`src/rtl/regq_pkg.sv`:
```
// rtl/regq_pkg.sv - shared state encoding and default sizes for the Q-register serial receiver
package regq_pkg;

    localparam logic [1:0] ST_IDLE = 2'b00;
    localparam logic [1:0] ST_RECV = 2'b01;
    localparam logic [1:0] ST_PAR  = 2'b10;
    localparam logic [1:0] ST_DONE = 2'b11;

    localparam int DEF_WIDTH = 3;
    localparam int DEF_CW    = 2;

    typedef enum logic [1:0] {
        S_IDLE = ST_IDLE,
        S_RECV = ST_RECV,
        S_PAR  = ST_PAR,
        S_DONE = ST_DONE
    } state_e;

endpackage

```
`src/rtl/cnt_bits.sv`:
```
// rtl/cnt_bits.sv - received-bit counter with synchronous clear, enable and terminal flag
module cnt_bits #(
    parameter int WIDTH = 3,
    parameter int CW    = 2
) (
    input  logic clk,
    input  logic reset,
    input  logic clr,
    input  logic en,
    output logic term
);

    logic [CW-1:0] count_q;
    logic [CW-1:0] count_d;

    always_comb begin
        count_d = count_q;
        if (clr) begin
            count_d = '0;
        end else if (en) begin
            count_d = count_q + 1'b1;
        end
    end

    always_ff @(posedge clk or negedge reset) begin
        if (!reset) begin
            count_q <= '0;
        end else begin
            count_q <= count_d;
        end
    end

    assign term = (count_q == CW'(WIDTH - 1));

endmodule

```
`src/rtl/regq_receptor.sv`:
```
// rtl/regq_receptor.sv - LSB-first serial-in/parallel-out receiver with valid/ack handshake
// Optional even-parity bit after each word: define REGQ_PARITY_CHECK_EN.
module regq_receptor
    import regq_pkg::*;
#(
    parameter int WIDTH = DEF_WIDTH,
    parameter int CW    = DEF_CW
) (
    input  logic             clk,
    input  logic             reset,
    input  logic             start,
    input  logic             ser_in,
    input  logic             ser_valid,
    input  logic             data_ack,
    output logic [WIDTH-1:0] data_out,
    output logic             data_valid,
    output logic             busy,
    output logic             parity_err
);

    state_e            state_q, state_d;
    logic [WIDTH-1:0]  shreg_q, shreg_d;
    logic [WIDTH-1:0]  data_out_q, data_out_d;
    logic              data_valid_q, data_valid_d;
    logic              busy_q, busy_d;
    logic              cnt_clr, cnt_en, cnt_term;
`ifdef REGQ_PARITY_CHECK_EN
    logic              parity_err_q, parity_err_d;
`endif

    cnt_bits #(.WIDTH(WIDTH), .CW(CW)) u_cnt (
        .clk   (clk),
        .reset (reset),
        .clr   (cnt_clr),
        .en    (cnt_en),
        .term  (cnt_term)
    );

    always_comb begin
        state_d      = state_q;
        shreg_d      = shreg_q;
        data_out_d   = data_out_q;
        data_valid_d = data_valid_q;
        busy_d       = busy_q;
        cnt_clr      = 1'b0;
        cnt_en       = 1'b0;
`ifdef REGQ_PARITY_CHECK_EN
        parity_err_d = parity_err_q;
`endif
        case (state_q)
            S_IDLE: begin
                if (start) begin
                    state_d = S_RECV;
                    shreg_d = '0;
                    cnt_clr = 1'b1;
                    busy_d  = 1'b1;
`ifdef REGQ_PARITY_CHECK_EN
                    parity_err_d = 1'b0;
`endif
                end
            end
            S_RECV: begin
                if (ser_valid) begin
                    shreg_d = {ser_in, shreg_q[WIDTH-1:1]};
                    // Last bit: the counter stays at WIDTH-1 and is cleared on the next entry.
                    if (cnt_term) begin
                        data_out_d = shreg_d;
`ifdef REGQ_PARITY_CHECK_EN
                        state_d = S_PAR;
`else
                        state_d      = S_DONE;
                        busy_d       = 1'b0;
                        data_valid_d = 1'b1;
`endif
                    end else begin
                        cnt_en = 1'b1;
                    end
                end
            end
`ifdef REGQ_PARITY_CHECK_EN
            S_PAR: begin
                if (ser_valid) begin
                    parity_err_d = (^data_out_q) ^ ser_in;
                    state_d      = S_DONE;
                    busy_d       = 1'b0;
                    data_valid_d = 1'b1;
                end
            end
`endif
            S_DONE: begin
                if (data_ack) begin
                    data_valid_d = 1'b0;
                    if (start) begin
                        state_d = S_RECV;
                        shreg_d = '0;
                        cnt_clr = 1'b1;
                        busy_d  = 1'b1;
`ifdef REGQ_PARITY_CHECK_EN
                        parity_err_d = 1'b0;
`endif
                    end else begin
                        state_d = S_IDLE;
                    end
                end
            end
            default: begin
                state_d      = S_IDLE;
                busy_d       = 1'b0;
                data_valid_d = 1'b0;
            end
        endcase
    end

    always_ff @(posedge clk or negedge reset) begin
        if (!reset) begin
            state_q      <= S_IDLE;
            shreg_q      <= '0;
            data_out_q   <= '0;
            data_valid_q <= 1'b0;
            busy_q       <= 1'b0;
`ifdef REGQ_PARITY_CHECK_EN
            parity_err_q <= 1'b0;
`endif
        end else begin
            state_q      <= state_d;
            shreg_q      <= shreg_d;
            data_out_q   <= data_out_d;
            data_valid_q <= data_valid_d;
            busy_q       <= busy_d;
`ifdef REGQ_PARITY_CHECK_EN
            parity_err_q <= parity_err_d;
`endif
        end
    end

    assign data_out   = data_out_q;
    assign data_valid = data_valid_q;
    assign busy       = busy_q;
`ifdef REGQ_PARITY_CHECK_EN
    assign parity_err = parity_err_q;
`else
    assign parity_err = 1'b0;
`endif

endmodule

```
`config.mk`:
```
export PLATFORM = sky130hd
export DESIGN_NAME = regq_receptor
export DESIGN_NICKNAME = d
export VERILOG_FILES = /design/src/rtl/regq_pkg.sv /design/src/rtl/cnt_bits.sv /design/src/rtl/regq_receptor.sv
export SDC_FILE = /design/constraint.sdc
export NUM_CORES = 1
export LEC_CHECK = 0
export CAP_MARGIN = 20
export CORE_UTILIZATION = 48
export CTS_BUF_LIST = sky130_fd_sc_hd__clkbuf_8 sky130_fd_sc_hd__clkbuf_16
export CTS_CLUSTER_DIAMETER = 150
export CTS_CLUSTER_SIZE = 28
export DETAILED_ROUTE_END_ITERATION = 12
export GPL_TIMING_DRIVEN = 0
export HOLD_SLACK_MARGIN = 0.06
export MAX_ROUTING_LAYER = met4
export PLACE_DENSITY = 0.75
export SETUP_SLACK_MARGIN = 0.4
export SLEW_MARGIN = 20
export SYNTH_ARGS = -nofsm -noshare
export SYNTH_HDL_FRONTEND = slang
export SYNTH_SLANG_ARGS = --single-unit
export TNS_END_PERCENT = 100
```
`constraint.sdc`:
```
create_clock -name clk -period 2 [get_ports clk]
set_input_delay 0.4 -clock clk [delete_from_list [all_inputs] [get_ports clk]]
set_output_delay 0.4 -clock clk [all_outputs]
set_load 0.02 [all_outputs]
```
; ---- Yosys cells after proc, flatten, opt, wreduce, memory -nomap -nowiden
; Index checks and enable logic that the tools add are counted.
[word_totals]
output_inout_bits = 6
reg_bits = 12
wordCells = 50
[op_classes]
eq_ne = 7
bitwise = 1
reduce_logical = 8
addsub = 1
mux = 27
[ops]
columns = operator, count
row1 = two-way mux 1 bit, 13
row2 = two-way mux 2 bit, 6
row3 = two-way mux 3 bit, 3
row4 = one-hot mux 3 bit (3 select lines), 1
row5 = AND reduction 3 bit, 3
row6 = "inequality test 2 bit, second input constant", 4
row7 = AND reduction 4 bit, 2
row8 = one-hot mux 1 bit (3 select lines), 2
row9 = one-hot mux 2 bit (3 select lines), 1
row10 = "equality test 2 bit, second input constant", 2
row11 = nonzero test 3 bit, 1
row12 = "adder 2 x 1 -> 2 bit, second input constant", 1
row13 = "equality test 2 x 1 -> 1 bit, second input constant", 1
row14 = zero test 2 bit, 1
row15 = one-hot mux 1 bit (2 select lines), 1
row16 = nonzero test 2 bit, 1
row17 = NOT 1 bit, 1

; ---- Logic depth before layout (Yosys ltp)
; Gate-level depths: netlist (run 1).
[depth]
word_depth = 6
depth_mapped = 5
mapped_depth_nobuf = 5

; ---- Modules after synthesis
; A second synthesis (run 1) with hierarchy kept.
[unflattened]
cells_unflattened = 58
hier_area_um2 = 648.1
[by_module_without_submodules]
columns = mod, cells_per_inst, seq_area_each_um2, n_inst, area_each_um2
row1 = regq_receptor, 49, 225.2, 1, 548.0
row2 = cnt_bits, 9, 50.0, 1, 100.1

; ---- Worst setup path before layout (run 1)
; OpenSTA, ideal clock, no wires.
[synth_timing]
kind = register to register
start = register state_q[1]
end = register state_q[1]
path_buffers = 0
synth_period_minus_slack_ps = 1501
path_slack_ps = 499
stages_incl_launch_ff = 6
setup_ps = 125
arrival_ps = 1375
path_cell_list = dfrtp_1 > inv_1 > ha_1 > a21boi_4 > nor3_2 > mux2_4
[synth_between]
elab_chain_cells = 3
word_cells_on_any_way = 9
cone_classes = eq/ne (6) / mux (1) / reduce/logical (2)
[synth_lines]
columns = item, line
row1 = start: declaration, regq_receptor.sv:21  ; state_e state_q, state_d;
row2 = start signal: assignment, regq_receptor.sv:125  ; state_q <= state_d;
row3 = equality test 2 x 1 -> 1 bit (tied with other cells), regq_receptor.sv:50  ; case (state_q)
row4 = inequality test 2 bit (no source line), n/a
row5 = AND reduction 4 bit (no source line), n/a
; Several ways; a longest one is shown, not always the timed one.
; A chain may end at the register's enable or synchronous reset.

; ---- Worst setup path in the final report (run 1)
[layout_timing]
start = register state_q[0]
end = register state_q[1]
; Same word-level chain as after synthesis.

==> impl_metrics.csv, run 1 <==
group,metric,value,unit
pwr,netSwitchingPower,505.2,uW
timing,fin_ws,0.4696,ns
global_routing,grt_start_max_net_pins,12,
logic_synthesis,netlist_area,633.1,um^2
placed_design,portBuffers,10,
worst_setup_path,regToRegSetupSlack,0.47,ns
worst_setup_path,endpoint_kind,"register",
logic_synthesis,ys_ff_latch,11,
placed_design,hpwl,754,um
global_routing,grt.total_usage,18.31,%
timing,final.setup.tns,0,ns
finish,drive_above_1_share,25.00,%
clocking,hold_buffers,0,
timing,period_share,76.52,%
detailed_routing,antenna_left,0,
logic_synthesis,syn-instance-count,57,
pwr,comb_power_share,53.9,%
pwr,total_power,1.338,mW
detailed_routing,dr.pass1.iters,3,
finish,n_fill_cell,91,
clocking,clkSinkCount,11,
worst_setup_path,start_kind,"register",
logic_synthesis,synth_cell_type_count,25,
finish,synthToLayoutAreaGrowth,32.81,%
run,maxCapViolations,0,
finish,regArea,277.8,um^2
clocking,cts_tree,"done",
die,die_area,0.001468,mm^2
pwr,peakVddDrop,903.7,uV
worst_setup_path,path_max_fanout,6,
outcome,run_status,"complete, no violations",
pwr,power_density,1591,mW/mm^2
timing,rsz0062_at_grt,"yes",
timing,finalSetupViolations,0,
finish,diodes,0,
placed_design,dp_worst_setup_slack,0.2332,ns
die,die_w,38.32,um
pwr,power_leakage,0.4419,nW
detailed_routing,drtIter0Drc,9,
logic_synthesis,synth_top_area_cell,"dfrtp_1",
logic_synthesis,synth_top_area_share,43.48,%
detailed_routing,route.detailed.drc,0,
timing,hold_viol,0,
clocking,htreeDepth,1,
clocking,cts-root-buf,"clkbuf_8",
timing,drv_slew,0,
global_routing,antenna_found_initial,0,
timing,skew,0.0008946,ns
worst_setup_path,r2r_cells,4,
clocking,path_clk_slew,0.05,ns
logic_synthesis,syn-num-nets,69,
worst_setup_path,crit_path_max_incr_delay,0.45,ns
clocking,cts_made_buffers,3,
global_routing,grt_pass1_vias,391,
finish,multi_input_area,352.8,um^2
clocking,clockBufferDepth,2,
die,die-height,38.32,um
worst_hold_path,worstHoldStart,"data_out[0]",
placed_design,place_congestion,0.6894,
pwr,p_clk_share,16.6,%
pwr,intPower,832.9,uW
worst_setup_path,crit_required,2.12,ns
die,start_util,54.06,%
global_routing,grt_overflow_total,0,
die,top_level_ports,12,
finish,nets,85,
timing,fmax,0.6534,GHz
worst_setup_path,critPathKind,"register to register",
detailed_routing,vias,447,
logic_synthesis,synth.avg_cell_area,11.11,um^2
logic_synthesis,ys_seq_area_share,43.48,%
global_routing,grt_pass1_wl,1.697,mm
detailed_routing,wire_per_inst,13.27,um
die,core,0.001171,mm^2
worst_setup_path,cp.arrival,1.65,ns
logic_synthesis,ys_warn_count,0,
timing,period_minus_slack,1.530,ns
worst_setup_path,slowest_stage,"dfrtp_2",
detailed_routing,routed_wl,1.141,mm
pwr,p_sw_share,37.75,%
clocking,clk_latency,0.23,ns
worst_setup_path,crit_start,"state_q[0]",
die,rows,12,
worst_setup_path,cp_cell_sequence,"ha_1 -> and2b_4 -> nor3_4 -> mux2_4",
timing,hold_slack,0.4772,ns
pwr,sequentialPowerShare,29.5,%
worst_setup_path,r2r_start,"state_q[0]",
worst_hold_path,min_path_cells,2,
logic_synthesis,synth_area_leaders,"dfrtp_1 (43%), ha_1 (12%), mux2i_1 (4.7%)",
worst_hold_path,min_path_type,"register to register",
detailed_routing,avgViaCountPerCell,5.198,
## worst paths after layout
check                         endpoint
max reg2reg                 state_q[1]
min reg2reg                data_out[0]
min in group asynchronous  data_out[1]
min                        data_out[0]
max in group asynchronous   state_q[0]
max                         state_q[1]
## metrics by stage
step                      cell area [um^2]  std cells  util (%)
after floorplan                      633.1         57         -
after global placement               750.7         81     64.10
after detailed placement             750.7         81     64.10
after CTS                            799.5         85     68.27
after global routing                 840.8         86     71.79
final                                840.8         86     71.79
## registers in the layout (all words and copies together) (netlist names)
register,cells
u_cnt.count_q,2
state_q,2
shreg_q,2
data_out,3
busy,1
data_valid,1
## synth_stat cells (all sizes together)
| cell type | n |
|---|---|
| xnor2 | 1 |
| buf | 1 |
| nor4 | 1 |
| a21boi | 1 |
| nor2b | 1 |
| nand3 | 1 |
| nand3b | 1 |
| conb | 1 |
| a211oi | 1 |
| o21ai | 2 |
| and2b | 1 |
| dfrtp | 11 |
| mux2 | 3 |
| nor3 | 3 |
| nor2 | 2 |
| a21oi | 2 |
| a2bb2oi | 2 |
| or2 | 1 |
| mux2i | 3 |
| nor3b | 2 |
| nand2 | 5 |
| inv | 5 |
| ha | 6 |
## power groups by stage
stage               Clock [mW]  Combinational, mW  Sequential [mW]
finish                   0.222              0.721            0.394
floorplan                    0              0.444            0.426
CTS                      0.223              0.676            0.386
global placement             0              0.653            0.384
detailed placement           0              0.661            0.387
global route             0.237              0.786            0.407
## per-layer routing
metal	GRT usage (%)	routed length [um]	vias to the layer above
met5	-	0	-
met4	8.036	11	0
met3	6.977	57	2
met2	27.97	525	12
met1	21.32	546	209
li1	-	-	224
## cell type report
| class | instances | share of cell area (%) |
|---|---|---|
| multi-input cells | 40 | 41.96 |
| flip-flops and latches | 11 | 33.04 |
| repair buffers | 11 | 14.29 |
| clock buffers | 3 | 4.911 |
| inverters | 5 | 2.232 |
| well taps | 14 | 2.083 |
| plain buffers | 1 | 0.8929 |
| clock inverters | 1 | 0.5952 |
## timing repair
| action | CTS | global route |
|---|---|---|
| setup buffers | 0 | 1 |
| endpoints found under the setup margin | 2 | 8 |
| gates resized for setup | 1 | 10 |
## layout by cell type (no fill, tap or decap), drive strengths merged, types with 2 or more instances in the layout
cell type      netlist  layout
dfrtp               11      11
ha                   6       6
inv                  5       5
nand2                5       5
clkdlybuf4s50        0       5
dlymetal6s2s         0       5
mux2i                3       3
clkbuf               0       3
nor3                 3       3
mux2                 3       3
o21ai                2       2
a21oi                2       2
nor3b                2       2
nor2                 2       2
a2bb2oi              2       2
buf                  1       2
## critical path, delay by kind of cell, from the launching register on
kind	cells	cell delay, ns
adders and majority gates	1	0.24
and+or+nand+nor	2	0.42
muxes	1	0.31
DFF	1	0.45
## cell families after synthesis
family                     Yosys count  synth area share, %
AOI/OAI and AO/OA                    8                10.08
xor gates and xnor gates             1                1.384
adders and majority gates            6                11.86
buffers and inverters                6                4.151
DFF                                 11                43.48
muxes                                6                10.67
other                                1               0.5923
and+or+nand+nor                     18                17.79
Power figures use the tool's default switching activity.
==> inputs of run 2 (changes only) <==
clock period = 1.55 ns   (was 2 ns; I/O delays follow)
==> run 2 against run 1 <==
Against the previous run: global-route usage rose by 5.2 points; register-to-register slack got worse by 0.39 ns; clock-buffer cell count unchanged; clock skew increased by 0.0015 ns; die area did not move; total power is 59% higher; critical endpoint is now data_valid; largest cell class unchanged; largest power group unchanged; highest routed layer unchanged.
==> impl_metrics.csv, run 2 (synthesis gave the netlist of run 1 again) <==
group,metric,value,unit
pwr,power_density,2174,mW/mm^2
outcome,run_status,"complete, no violations",
run,maxCapViolations,0,
finish,synthToLayoutAreaGrowth,54.35,%
clocking,clockBufferDepth,2,
pwr,total_power,2.124,mW
pwr,intPower,1.315,mW
clocking,clkSinkCount,11,
timing,drv_slew,0,
worst_setup_path,start_kind,"register",
worst_setup_path,path_max_fanout,4,
placed_design,hpwl,845.8,um
pwr,sequentialPowerShare,24.3,%
clocking,clk_latency,0.24,ns
finish,diodes,0,
timing,hold_slack,0.4180,ns
placed_design,place_congestion,0.7311,
clocking,htreeDepth,1,
detailed_routing,routed_wl,1.433,mm
detailed_routing,wire_per_inst,14.77,um
global_routing,grt_overflow_total,0,
pwr,power_leakage,0.4495,nW
die,core,0.001171,mm^2
die,die_w,38.32,um
detailed_routing,avgViaCountPerCell,5.175,
detailed_routing,drtIter0Drc,12,
timing,skew,0.002345,ns
placed_design,dp_worst_setup_slack,-0.1415,ns
global_routing,grt.total_usage,23.54,%
die,rows,12,
finish,nets,96,
pwr,netSwitchingPower,809.4,uW
detailed_routing,vias,502,
timing,rsz0062_at_grt,"yes",
finish,largest_reg_flops,3,
timing,relSlewSlack,65.34,%
clocking,cts_tree,"done",
worst_setup_path,crit_start,"state_q[1]",
placed_design,dpl.cell_count,81,
worst_setup_path,cp.arrival,1.59,ns
worst_setup_path,cpLargestDelayFamily,"flip-flops",
worst_setup_path,slowest_stage,"dfrtp_2",
timing,tightest_slew,0.5183,ns
clocking,hold_buffers,0,
worst_setup_path,crit_path_max_incr_delay,0.45,ns
clocking,path_clk_slew,0.05,ns
pwr,p_sw_share,38.11,%
placed_design,portBuffers,10,
detailed_routing,dr.pass1.iters,3,
worst_setup_path,cp_cell_sequence,"inv_4 -> ha_4 -> a21boi_4 -> nor3_4 -> mux2_1",
worst_setup_path,r2r_start,"state_q[1]",
timing,period_minus_slack,1.473,ns
detailed_routing,route.detailed.drc,0,
timing,period_share,95.03,%
global_routing,grt_pass1_wl,2.180,mm
worst_setup_path,critPathKind,"register to register",
timing,hold_viol,0,
clocking,cts-root-buf,"clkbuf_8",
timing,final.setup.tns,0,ns
pwr,comb_power_share,62.5,%
pwr,p_clk_share,13.2,%
pwr,peakVddDrop,1381,uV
worst_setup_path,endpoint_kind,"register",
die,top_level_ports,12,
finish,stdcell_count,97,
clocking,cts_made_buffers,3,
global_routing,grt_start_max_net_pins,12,
timing,fin_ws,0.07702,ns
detailed_routing,antenna_left,0,
finish,drive_above_1_share,51.81,%
global_routing,grt_pass1_vias,488,
worst_setup_path,crit_required,1.67,ns
global_routing,antenna_found_initial,0,
die,start_util,54.06,%
timing,fmax,0.6789,GHz
die,die-height,38.32,um
worst_setup_path,path_buf_inv,1,
worst_hold_path,min_path_type,"primary input to asynchronous set/reset pin",
timing,finalSetupViolations,0,
finish,layout_common_cells,"buf_4 (9), dfrtp_1 (9), nand2_1 (5), clkdlybuf4s50_1 (5), buf_2 (5)",
die,die_area,0.001468,mm^2
## run 2: cell types whose count changed in the layout (fill, tap and decap cells not counted), sizes merged
cell / change
dlymetal6s2s: -5
buf: +16
clkinv: -1
inv: +1
## run 2: routing by layer
layer / global-route usage, % / wire length (um) / up-vias
li1: - / - / 245
met1: 28.89 / 683 / 244
met2: 35.59 / 687 / 9
met3: 5.233 / 41 / 4
met4: 13.39 / 21 / 0
met5: - / 0 / -
## run 2: path summary, 6_finish.rpt
kind                               to  slack (ns)  depth (start not counted)
setup reg to reg           data_valid        0.08                          5
hold reg to reg            data_valid        0.48                          1
min in group clk           data_valid        0.48                          1
setup / recovery           data_valid        0.08                          5
hold / removal             data_valid        0.42                          1
max in group asynchronous  state_q[0]        0.76                          1
## run 2: timing repair
action / 4_1_cts / 5_1_grt
endpoints found under the hold margin: 0 / 0
resized for setup: 28 / 7
setup endpoints to repair: 14 / 11
pin swaps: 5 / 3
setup buffers: 11 / 1
## run 2: final cells by class
type,count,area (um^2)
Multi-Input combinational cell,40,427.9
Tap cell,14,17.52
Sequential cell,11,277.8
Inverter,5,21.27
Clock inverter,1,3.754
Clock buffer,3,41.29
Buffer,1,7.507
Fill cell,66,193.9
Timing Repair Buffer,22,180.2
## run 2: power groups by stage
stage / clock (mW) / combinational, mW / sequential (mW)
5_1_grt: 0.304 / 1.41 / 0.533
2_1_floorplan: 0 / 0.678 / 0.564
3_3_place_gp: 0 / 0.953 / 0.507
6_report: 0.280 / 1.33 / 0.516
4_1_cts: 0.289 / 1.18 / 0.510
3_5_place_dp: 0 / 0.976 / 0.514
## run 2: through the flow
step           cell area (um^2)  util [%]
2_1_floorplan             688.2         -
3_3_place_gp              805.8     68.80
3_5_place_dp              805.8     68.80
4_1_cts                   943.4     80.56
5_1_grt                   977.2     83.44
6_report                  977.2     83.44
==> inputs of run 3 (changes only) <==
ABC_AREA = 1   (was not set)
CORE_UTILIZATION = 49   (was 48)
==> run 3 against run 2 <==
Against the previous run: combinational power decreased by 25%; maximum frequency increased by 16%; design area decreased by 6.7%; critical endpoint is now shreg_q[2]; flip-flop and latch count unchanged; utilization is 6.5 points lower; die area increased by 3.2%.
==> impl_metrics.csv, run 3 <==
group,metric,value,unit
worst_setup_path,endpoint_kind,"register",
pwr,power_density,1937,mW/mm^2
logic_synthesis,synth_cell_type_count,14,
global_routing,grt_pass1_wl,1.994,mm
finish,drive_above_1_share,28.44,%
pwr,p_clk_share,16.2,%
logic_synthesis,ys_ff_latch,11,
die,die_w,38.93,um
detailed_routing,dr.pass1.iters,4,
timing,relSlewSlack,65.30,%
finish,diodes,0,
detailed_routing,avgViaCountPerCell,4.894,
clocking,cts_tree,"done",
timing,rsz0062_at_grt,"yes",
pwr,power_leakage,0.4907,nW
clocking,clk_latency,0.24,ns
die,die-height,38.93,um
worst_setup_path,regToRegSetupSlack,0.28,ns
global_routing,grt.total_usage,21.59,%
logic_synthesis,synth_most_common_cell,"nand2_1",
global_routing,antenna_found_initial,0,
timing,period_minus_slack,1.265,ns
worst_setup_path,crit_start,"state_q[1]",
worst_setup_path,start_kind,"register",
timing,fin_ws,0.2848,ns
die,rows,12,
clocking,cts-root-buf,"clkbuf_8",
clocking,hold_buffers,0,
detailed_routing,antenna_left,0,
pwr,intPower,994.1,uW
worst_hold_path,min_path_type,"primary input to asynchronous set/reset pin",
clocking,clkSinkCount,11,
logic_synthesis,synth_top_area_share,41.20,%
outcome,run_status,"complete, no violations",
pwr,p_sw_share,43.75,%
worst_setup_path,crit_required,1.68,ns
finish,final_common_cell,"nand2_1",
placed_design,place_congestion,0.8364,
die,start_util,56.33,%
logic_synthesis,syn-instance-count,92,
logic_synthesis,ys_seq_area_share,41.20,%
logic_synthesis,synth_edf_count,0,
worst_setup_path,critPathKind,"register to register",
detailed_routing,routed_wl,1.348,mm
pwr,peakVddDrop,1242,uV
worst_setup_path,cp.arrival,1.40,ns
die,die_area,0.001515,mm^2
die,core,0.001186,mm^2
clocking,cts_made_buffers,3,
logic_synthesis,ys_warn_count,0,
placed_design,hpwl,944.8,um
timing,hold_viol,0,
detailed_routing,vias,602,
logic_synthesis,netlist_area,668.1,um^2
timing,fmax,0.7904,GHz
timing,final.setup.tns,0,ns
clocking,htreeDepth,1,
timing,period_share,81.62,%
placed_design,dp_worst_setup_slack,0.1187,ns
logic_synthesis,synth_common_cells,"nand2_1 (34), inv_1 (15), dfrtp_1 (11)",
global_routing,grt_pass1_vias,516,
logic_synthesis,syn-num-nets,104,
finish,nets,122,
finish,layout_common_cells,"nand2_1 (29), inv_1 (13), dfrtp_1 (10)",
logic_synthesis,synth.avg_cell_area,7.262,um^2
detailed_routing,wire_per_inst,10.96,um
worst_setup_path,path_max_fanout,5,
timing,hold_slack,0.4127,ns
detailed_routing,route.detailed.drc,0,
placed_design,portBuffers,10,
timing,finalSetupViolations,0,
pwr,total_power,1.767,mW
clocking,path_clk_slew,0.05,ns
worst_setup_path,r2r_cells,7,
timing,skew,0.0005771,ns
logic_synthesis,async_reset_ff_share,100.0,%
global_routing,grt_start_max_net_pins,12,
detailed_routing,drtIter0Drc,9,
pwr,sequentialPowerShare,27.5,%
logic_synthesis,synth_area_leaders,"dfrtp_1 (41%), nand2_1 (19%), ha_1 (11%)",
worst_setup_path,r2r_end,"shreg_q[2]",
pwr,netSwitchingPower,773.1,uW
logic_synthesis,synthFlopType,"dfrtp_1",
timing,tightest_slew,0.5188,ns
run,maxCapViolations,0,
die,top_level_ports,12,
global_routing,grt_overflow_total,0,
worst_setup_path,r2r_start,"state_q[1]",
finish,design_area,912.1,um^2
logic_synthesis,synth_top_area_cell,"dfrtp_1",
clocking,clockBufferDepth,2,
pwr,comb_power_share,56.3,%
timing,drv_slew,0,
finish,synthToLayoutAreaGrowth,36.52,%
placed_design,placed_cell_area,814.5,um^2
finish,largest_reg_flops,3,
## run 3: cell types whose count changed after synthesis, sizes merged, moves of 4 or more
cell   previous run  this run
nand2             5        35
nand3             1         8
o21ai             2         6
inv               5        16
## run 3: final cells by class
cell class / instances / area (um^2)
clock inverters: 1 / 3.754
well taps: 14 / 17.52
repair buffers: 13 / 97.59
multi-input cells: 64 / 402.9
flip-flops and latches: 11 / 276.5
inverters: 16 / 65.06
clock buffers: 3 / 41.29
fillers: 81 / 274.0
plain buffers: 1 / 7.507
## run 3: stage by stage
step | utilization [%] | instances
after detailed placement | 68.67 | 116
after CTS | 73.63 | 123
after floorplan | - | 92
after global routing | 76.90 | 123
after global placement | 68.67 | 116
final | 76.90 | 123
## run 3: power by group through the flow
stage                     logic [mW]  clock network (mW)  registers [mW]
after global placement         0.812                   0           0.489
after CTS                      0.879               0.294           0.482
after global routing            1.10               0.313           0.499
after floorplan                0.546                   0           0.538
after detailed placement       0.830                   0           0.493
final                          0.995               0.286           0.486
## run 3: timing repair
item,CTS,global route
hold endpoints to repair,0,0
gates resized for setup,26,14
setup endpoints to repair,16,12
pin swaps,4,4
setup buffers,3,0
## run 3: logic make-up after synthesis
kind of cell               synth area share (%)
AOI/OAI and AO/OA                         6.930
adders and majority gates                 11.24
buffers and inverters                     10.11
DFF                                       41.20
other                                    0.5613
and+or+nand+nor                           29.96
## run 3: worst max-delay path by stage
| stage | to | slack [ns] |
|---|---|---|
| floorplan | shreg_q[2] | 0.40 |
| global placement | shreg_q[2] | 0.13 |
| detailed placement | shreg_q[2] | 0.12 |
| CTS | shreg_q[2] | 0.32 |
| global route | shreg_q[2] | 0.22 |
| finish | shreg_q[2] | 0.28 |
## run 3: worst max-delay path, cell delays in order (launching register included)
cell and delay, ns:
dfrtp_1 0.41, inv_2 0.13, ha_4 0.20, inv_4 0.06, a21oi_4 0.17, nand2_2 0.08, nand2_1 0.06, nand2_1 0.05
## run 3: per-layer routing
layer	track usage, %	vias up	routed length [um]	share of wire, %
li1	-	316	-	-
met1	22.74	269	591	44
met2	35.00	15	655	49
met3	8.671	2	79	5.9
met4	10.34	0	21	1.6
met5	-	-	0	0
